[src/rtl/score_pkg.sv]
// Shared definitions for the score readout: seven-segment glyphs (active-low
// gfedcba), the converter FSM state type and a constant power-of-ten helper
// used to size the saturation limit.
package score_pkg;

  localparam logic [6:0] SEG_BLANK = 7'h7F;

  localparam logic [6:0] SEG_DIGIT [0:9] = '{
    7'b1000000, // 0
    7'b1111001, // 1
    7'b0100100, // 2
    7'b0110000, // 3
    7'b0011001, // 4
    7'b0010010, // 5
    7'b0000010, // 6
    7'b1111000, // 7
    7'b0000000, // 8
    7'b0010000  // 9
  };

  typedef enum logic [1:0] {
    IDLE  = 2'd0,
    SHIFT = 2'd1,
    DONE  = 2'd2
  } conv_state_e;

  function automatic int unsigned pow10(input int unsigned n);
    int unsigned r;
    r = 1;
    for (int unsigned i = 0; i < n; i++) r = r * 10;
    return r;
  endfunction

  // Non-decimal nibbles cannot occur in a finished conversion; show them blank.
  function automatic logic [6:0] seg_lookup(input logic [3:0] d);
    if (d < 4'd10) return SEG_DIGIT[d];
    return SEG_BLANK;
  endfunction

endpackage

[src/rtl/score_display_if.sv]
// Signal bundle between the game-logic side (master) and the score readout
// (slave).
//   score     : live binary score
//   gameover  : game-over level
//   show_high : 1 displays the high-score register instead of the live score
//   hex       : hex[i] is decimal digit i (0 = units), active-low gfedcba
//   busy      : a conversion is in progress
//   overflow  : the displayed value was saturated
//   fsm_state : converter state, for observation only
interface score_display_if #(
  parameter int W      = 10,
  parameter int DIGITS = 3
);
  import score_pkg::*;

  logic [W-1:0]           score;
  logic                   gameover;
  logic                   show_high;
  logic [DIGITS-1:0][6:0] hex;
  logic                   busy;
  logic                   overflow;
  conv_state_e            fsm_state;

  modport master (
    output score, gameover, show_high,
    input  hex, busy, overflow, fsm_state
  );

  modport slave (
    input  score, gameover, show_high,
    output hex, busy, overflow, fsm_state
  );

endinterface

[src/rtl/score_display_bin2bcd_seq.sv]
// Sequential double-dabble binary-to-BCD converter, one bit per cycle.
//   clk, reset : clock, synchronous active-high reset (aborts a conversion)
//   start      : begin converting value (accepted only in IDLE)
//   value      : binary input, must already fit in DIGITS decimal digits
//   busy       : high in SHIFT and DONE
//   done       : high for the single DONE cycle, when bcd holds the result
//   bcd        : BCD result, nibble i = decimal digit i
//   state_dbg  : current FSM state
//
// Handshake: start is a request qualified by !busy. It is taken on the edge
// where start=1 and busy=0; while busy=1 start is ignored, so nothing queues.
module bin2bcd_seq
  import score_pkg::*;
#(
  parameter int W      = 10,
  parameter int DIGITS = 3
) (
  input  logic                  clk,
  input  logic                  reset,
  input  logic                  start,
  input  logic [W-1:0]          value,
  output logic                  busy,
  output logic                  done,
  output logic [4*DIGITS-1:0]   bcd,
  output conv_state_e           state_dbg
);

  localparam int BW = 4 * DIGITS;
  localparam int CW = $clog2(W + 1);

  conv_state_e       state_q, state_d;
  logic [BW+W-1:0]   sr_q, sr_d;   // {bcd digits, remaining binary}
  logic [CW-1:0]     cnt_q, cnt_d;
  logic [BW-1:0]     adj;

  // Add-3 correction for every BCD nibble >= 5, applied before the shift.
  always_comb begin
    adj = '0;
    for (int i = 0; i < DIGITS; i++) begin
      if (sr_q[W+4*i +: 4] >= 4'd5) adj[4*i +: 4] = sr_q[W+4*i +: 4] + 4'd3;
      else                          adj[4*i +: 4] = sr_q[W+4*i +: 4];
    end
  end

  always_comb begin
    state_d = state_q;
    sr_d    = sr_q;
    cnt_d   = cnt_q;
    case (state_q)
      IDLE: begin
        if (start) begin
          sr_d    = {{BW{1'b0}}, value};
          cnt_d   = '0;
          state_d = SHIFT;
        end
      end
      SHIFT: begin
        // Binary MSB moves into the BCD LSB.
        sr_d  = {adj, sr_q[W-1:0]} << 1;
        cnt_d = cnt_q + 1'b1;
        if (cnt_q == CW'(W - 1)) state_d = DONE;
      end
      DONE:    state_d = IDLE;
      default: state_d = IDLE;
    endcase
  end

  always_ff @(posedge clk) begin
    if (reset) begin
      state_q <= IDLE;
      sr_q    <= '0;
      cnt_q   <= '0;
    end else begin
      state_q <= state_d;
      sr_q    <= sr_d;
      cnt_q   <= cnt_d;
    end
  end

  assign busy      = (state_q != IDLE);
  assign done      = (state_q == DONE);
  assign bcd       = sr_q[BW+W-1:W];
  assign state_dbg = state_q;

endmodule

[src/rtl/score_display.sv]
// Score readout: converts the live or high score to DIGITS active-low
// seven-segment digits, saturating at 10^DIGITS-1, keeps a high score
// captured on each game-over rise, and blinks the display during game over.
//   clk, reset : clock, synchronous active-high reset
//   bus        : score_display_if slave (score, gameover, show_high in;
//                hex, busy, overflow, fsm_state out)
// W is expected to be at most 31 bits.
module score_display
  import score_pkg::*;
#(
  parameter int W            = 10,
  parameter int DIGITS       = 3,
  parameter int BLINK_CYCLES = 25_000_000,
  parameter int LZ_BLANK     = 0
) (
  input  logic             clk,
  input  logic             reset,
  score_display_if.slave   bus
);

  localparam int unsigned MAXV   = pow10(DIGITS) - 1;
  localparam logic [31:0] MAXV32 = 32'(MAXV);
  localparam int          BCW    = (BLINK_CYCLES > 1) ? $clog2(BLINK_CYCLES) : 1;

  logic [W-1:0]          src, conv_value, last_src_q, high_score_q;
  logic [31:0]           src_ext;
  logic                  src_ovf, start, conv_busy, conv_done;
  logic [4*DIGITS-1:0]   bcd, digits_q;
  logic                  ovf_pend_q, overflow_q;
  logic                  gameover_q, gameover_rise;
  logic [BCW-1:0]        blink_cnt_q;
  logic                  phase_q;      // 1 = blanked half-period
  conv_state_e           conv_state;
  logic [DIGITS-1:0][6:0] seg;
  logic [DIGITS-1:0]     blank;
  logic                  lead;

  assign src        = bus.show_high ? high_score_q : bus.score;
  assign src_ext    = 32'(src);
  // When MAXV >= 2^W-1 this compare is never true, so overflow stays 0.
  assign src_ovf    = (src_ext > MAXV32);
  assign conv_value = src_ovf ? W'(MAXV32) : src;
  // Only an IDLE converter looks at src, so the latest value always wins.
  assign start      = !conv_busy && (src != last_src_q);

  bin2bcd_seq #(
    .W      (W),
    .DIGITS (DIGITS)
  ) u_conv (
    .clk       (clk),
    .reset     (reset),
    .start     (start),
    .value     (conv_value),
    .busy      (conv_busy),
    .done      (conv_done),
    .bcd       (bcd),
    .state_dbg (conv_state)
  );

  always_ff @(posedge clk) begin
    if (reset) begin
      last_src_q <= '0;
      ovf_pend_q <= 1'b0;
      digits_q   <= '0;
      overflow_q <= 1'b0;
    end else begin
      if (start) begin
        last_src_q <= src;
        ovf_pend_q <= src_ovf;
      end
      if (conv_done) begin
        digits_q   <= bcd;
        overflow_q <= ovf_pend_q;
      end
    end
  end

  assign gameover_rise = bus.gameover && !gameover_q;

  always_ff @(posedge clk) begin
    if (reset) begin
      gameover_q   <= 1'b0;
      high_score_q <= '0;
      blink_cnt_q  <= '0;
      phase_q      <= 1'b0;
    end else begin
      gameover_q <= bus.gameover;
      // High score is stored unsaturated; clamping happens at display time.
      if (gameover_rise && (bus.score > high_score_q)) high_score_q <= bus.score;
      if (!bus.gameover || gameover_rise) begin
        blink_cnt_q <= '0;
        phase_q     <= 1'b0;
      end else if (blink_cnt_q == BCW'(BLINK_CYCLES - 1)) begin
        blink_cnt_q <= '0;
        phase_q     <= ~phase_q;
      end else begin
        blink_cnt_q <= blink_cnt_q + 1'b1;
      end
    end
  end

  // Walk from the most significant digit down; a digit is a leading zero
  // while it and everything above it are zero. Digit 0 always shows.
  always_comb begin
    seg   = '0;
    blank = '0;
    lead  = 1'b1;
    for (int i = DIGITS - 1; i >= 0; i--) begin
      lead     = lead && (digits_q[4*i +: 4] == 4'd0);
      blank[i] = lead && (i != 0) && (LZ_BLANK != 0);
      seg[i]   = seg_lookup(digits_q[4*i +: 4]);
    end
  end

  always_comb begin
    bus.hex = '0;
    for (int i = 0; i < DIGITS; i++) begin
      bus.hex[i] = (phase_q || blank[i]) ? SEG_BLANK : seg[i];
    end
  end

  assign bus.busy      = conv_busy;
  assign bus.overflow  = overflow_q;
  assign bus.fsm_state = conv_state;

endmodule

[src/flat_wrapper.sv]
// flat-port wrapper written by rule: the top's interface ports become plain ports
module score_display_flat import score_pkg::*;
#(
  parameter int W            = 10,
  parameter int DIGITS       = 3,
  parameter int BLINK_CYCLES = 25_000_000,
  parameter int LZ_BLANK     = 0
)
  (clk, reset, bus_score, bus_gameover, bus_show_high, bus_hex, bus_busy, bus_overflow, bus_fsm_state);
  score_display_if #(.W(W), .DIGITS(DIGITS)) bus_i ();
  input  logic clk;
  input  logic reset;
  input wire logic [$bits(bus_i.score)-1:0] bus_score;
  input wire logic [$bits(bus_i.gameover)-1:0] bus_gameover;
  input wire logic [$bits(bus_i.show_high)-1:0] bus_show_high;
  output wire logic [$bits(bus_i.hex)-1:0] bus_hex;
  output wire logic [$bits(bus_i.busy)-1:0] bus_busy;
  output wire logic [$bits(bus_i.overflow)-1:0] bus_overflow;
  output wire logic [$bits(bus_i.fsm_state)-1:0] bus_fsm_state;
  assign bus_i.score = bus_score;
  assign bus_i.gameover = bus_gameover;
  assign bus_i.show_high = bus_show_high;
  assign bus_hex = bus_i.hex;
  assign bus_busy = bus_i.busy;
  assign bus_overflow = bus_i.overflow;
  assign bus_fsm_state = bus_i.fsm_state;
  score_display #(.W(W), .DIGITS(DIGITS), .BLINK_CYCLES(BLINK_CYCLES), .LZ_BLANK(LZ_BLANK)) u_core (.clk(clk), .reset(reset), .bus(bus_i));
endmodule
[config.mk]
export PLATFORM = sky130hd
export DESIGN_NAME = score_display_flat
export DESIGN_NICKNAME = d
export VERILOG_FILES = /design/src/rtl/score_pkg.sv /design/src/rtl/score_display_if.sv /design/src/rtl/score_display_bin2bcd_seq.sv /design/src/rtl/score_display.sv /design/src/flat_wrapper.sv
export SDC_FILE = /design/constraint.sdc
export NUM_CORES = 1
export LEC_CHECK = 0
export ABC_AREA = 1
export BUFFER_PORTS_ARGS = -buffer_cell sky130_fd_sc_hd__buf_4
export CORE_MARGIN = 1
export CORE_UTILIZATION = 55
export CTS_CLUSTER_DIAMETER = 120
export DETAILED_ROUTE_END_ITERATION = 7
export GPL_ROUTABILITY_DRIVEN = 0
export GPL_TIMING_DRIVEN = 0
export PLACE_DENSITY_LB_ADDON = 0.25
export SYNTH_ARGS = -nofsm -noshare
export SYNTH_HDL_FRONTEND = slang
export SYNTH_SLANG_ARGS = --single-unit
[constraint.sdc]
create_clock -name clk -period 1.67 [get_ports clk]
set_clock_uncertainty 0.05 [all_clocks]
set_input_delay 0.0835 -clock clk [delete_from_list [all_inputs] [get_ports clk]]
set_output_delay 0.0835 -clock clk [all_outputs]
set_load 0.03 [all_outputs]
==> key figures <==
Drt
  – Drt via density: 5.51
  – Residual DRC count: 6
  – Vias post-DR: 5275
  – Wirelength per Cell: 14.2 um
  – Initial drt markers: 268
  – Total wire length: 13600 um
  – Drt pass-1 iters: 7
  – Remaining antenna violation count: 0

Global routing
  – Initial antenna violation count: 0
  – GRT met3 Usage: 7.23%
  – First-pass GRT wire length: 21700 um
  – Global Route met2 Usage: approximately half
  – Largest net degree at the start of global routing: 15
  – Met1 Use GR: a little under a third
  – Total Routing Usage GR: 27.8%
  – Most used routing layer in global routing: met2
  – Grt ovf: 0
  – Vias in the first global route: 4984

Floorplan
  – Core area: 8810 um^2
  – Starting density of the core: a little under three fifths
  – Die width: 97.9 um
  – Full die area: 9580 um^2
  – Cell row count: 34
  – I/O Pins: 39
  – Die H: 97.9 um

Worst setup path
  – CP dominant cell by count: nand3_1
  – Crit-path max cell delay: 370 ps
  – Worst setup SP type: flip-flop
  – R2r setup slk: -220 ps
  – Worst EP arrival: 2060 ps
  – Worst path slowest cell: dfxtp_2
  – Family with the most delay on the worst path: simple AND/OR/NAND/NOR gates
  – Worst path bufs/invs: 3
  – Worst EP required: 1840 ps
  – Max Fanout on Critical Path: 10
  – CP Cell Sequence: inv_2 > ha_4 > nand4_1 > nor3_2 > nand3_1 > nand2_1 > inv_1 > clkbuf_4 > nand3_1 > a21oi_1
  – Setup CP Type: reg2reg
  – Critical path endpoint category: flip-flop

Timing
  – Hold_ws: 72.6 ps
  – Final hold violation count: 0
  – Slew margin rel.: 55.1%
  – Final Slew Violations: 0
  – F_max: 530 MHz
  – Period utilization: 113%
  – Worst-Margin Slew: approximately 670 ps
  – Min Tclk post-route: about 1900 ps
  – Worst Slack Setup Final: -218 ps
  – RSZ-0062 raised after global routing: true
  – Final setup fails: 39

Finish
  – P&R area growth vs syn: 29.4%
  – Most frequent cells in the layout: nand2_1, inv_1, dfxtp_1, buf_4, nor2_1
  – Post-Layout Cell Count: 957
  – Share of layout cells above drive strength 1: 26.5%
  – ANT cells: 0
  – Final nets: 892
  – Finished Core Util: 74.3%
  – Commonest non-fill, non-tap cell in the layout: nand2_1

Power
  – Comb power frac: 17.7%
  – Clock power frac: a little over 30%
  – Pwr/cell area: 667 nW/um^2
  – Net switching share of the total power: a little under 30%
  – Sw Pwr: between 1 and 1.5 mW
  – Pint: just over 3 mW
  – Power Total: 4.36 mW
  – Sequential power share: 51.2%
  – Leakage power: 2.76 nW
  – Worst vdd ir: ~500 uV

Synthesis
  – Mapped Cells: 753
  – Syn avg cell area: approximately 6.7 um^2
  – Cell type with the highest aggregate area in the netlist: dfxtp_1
  – Number of synthesized register bits: 89
  – Mapped Area: 5060 um^2
  – Synth area leaders: dfxtp_1, nand2_1, ha_1
  – Synth warnings: 0
  – Syn Nets: 801
  – Post-synth top area share: 35.2%
  – Yosys cell types: 31
  – Post-synthesis sequential area ratio: about a third

Worst hold path
  – Hold Path Class: in2reg

Flow run
  – Max cap viols: 0

Placed design
  – Post-DP HPWL: ~9000 um
  – Port bufs: 38
  – DP Cell Count: 899

Clocking
  – CTS clk-pin slew, worst paths: 90 ps
  – Total CTS buffers: 9
  – # H-tree levels: 3
  – CTS tree: yes
  – Clk Latency, worst-skew pair: 360 ps
  – Sink Count: 89
  – Root Buffer: clkbuf_8
  – CTS Buffer Depth: 2

Outcome
  – Status: complete, but fails checks
  – Failing checks: DRC, setup timing
## flip-flops by register name (all words and copies together) (netlist names), 2 cells and up
register	count
u_core.high_score_q	10
u_core.digits_q	12
u_core.u_conv.state_dbg	2
u_core.u_conv.sr_q	22
u_core.last_src_q	10
u_core.u_conv.cnt_q	4
u_core.blink_cnt_q	25
## layout make-up
cell class / count / area, um^2
Timing Repair Buffer: 79 / 677
Inverter: 96 / 363
Fill cell: 667 / 2260
Clock buffer: 12 / 145
Multi-Input combinational cell: 547 / 3200
Buffer: 22 / 171
Sequential cell: 89 / 1820
Tap cell: 108 / 135
Clock inverter: 4 / 28.8
## cell families after synthesis
| logic type | synth area share [%] |
|---|---|
| buffers and inverters | 9.57 |
| adders and majority gates | 8.41 |
| xor gates and xnor gates | 1.21 |
| DFF | 35.2 |
| AOI/OAI and AO/OA | 13.1 |
| and+or+nand+nor | 32.5 |
## worst reg2reg max path: stages, from the launching register on
cell	delay, ps
dfxtp_2	370
inv_2	50
ha_4	250
nand4_1	150
nor3_2	180
nand3_1	130
nand2_1	80
inv_1	70
clkbuf_4	230
nand3_1	120
a21oi_1	60
## cell usage after synthesis (all sizes together)
cell / n
a31oi: 2
nor3b: 6
xor2: 4
a21oi: 67
nor3: 15
buf: 9
nand3b: 1
o21a: 1
nand4: 12
o22ai: 3
clkbuf: 13
nor2: 74
o21ai: 41
nor4: 2
dfxtp: 89
nand3: 76
or2: 5
o21bai: 1
nand2: 191
xnor2: 3
inv: 96
o211ai: 5
a211oi: 3
ha: 34
## power by group through the flow
| stage | clock network [mW] | logic [mW] | registers, mW |
|---|---|---|---|
| floorplan | 0 | 0.404 | 2.27 |
| global placement | 0 | 0.551 | 2.28 |
| detailed placement | 0 | 0.568 | 2.28 |
| CTS | 1.37 | 0.665 | 2.23 |
| global route | 1.48 | 0.842 | 2.24 |
| finish | 1.36 | 0.771 | 2.24 |
## repair_timing
action                                  in CTS  in global routing
gates resized for setup                     66                 98
cloned                                       2                  2
pin swaps                                   25                 24
buffers inserted                            15                 11
hold buffers                                12                  0
endpoints found under the setup margin      95                 95
hold endpoints to repair                    12                  0
## metal layers
layer	part of all wire (%)	up-vias	wire [um]
li1	-	2635	-
met1	42	2470	5690
met2	50	144	6840
met3	5.5	26	749
met4	2.1	0	279
met5	0	-	0
## stage by stage
stage	instance area, um^2	worst slack [ps]	TNS (ps)
after floorplan	5070	5.65	0
after global placement	5490	-276	-9700
after detailed placement	5490	-298	-13240
after CTS	6160	-156	-1620
after global routing	6550	-306	-7100
final	6550	-218	-3050
## final timing paths
check / startpoint / depth (start not counted) / to
setup reg to reg: u_core.high_score_q[8]$_SDFFE_PP0P_ / 10 / u_core.high_score_q[6]$_SDFFE_PP0P_
hold / removal: bus_gameover / 5 / u_core.phase_q$_SDFFE_PP0P_
setup / recovery: u_core.high_score_q[8]$_SDFFE_PP0P_ / 10 / u_core.high_score_q[6]$_SDFFE_PP0P_
hold reg to reg: u_core.blink_cnt_q[0]$_SDFF_PP0_ / 1 / u_core.blink_cnt_q[0]$_SDFF_PP0_
No activity file was read; power rests on OpenSTA's default activity.
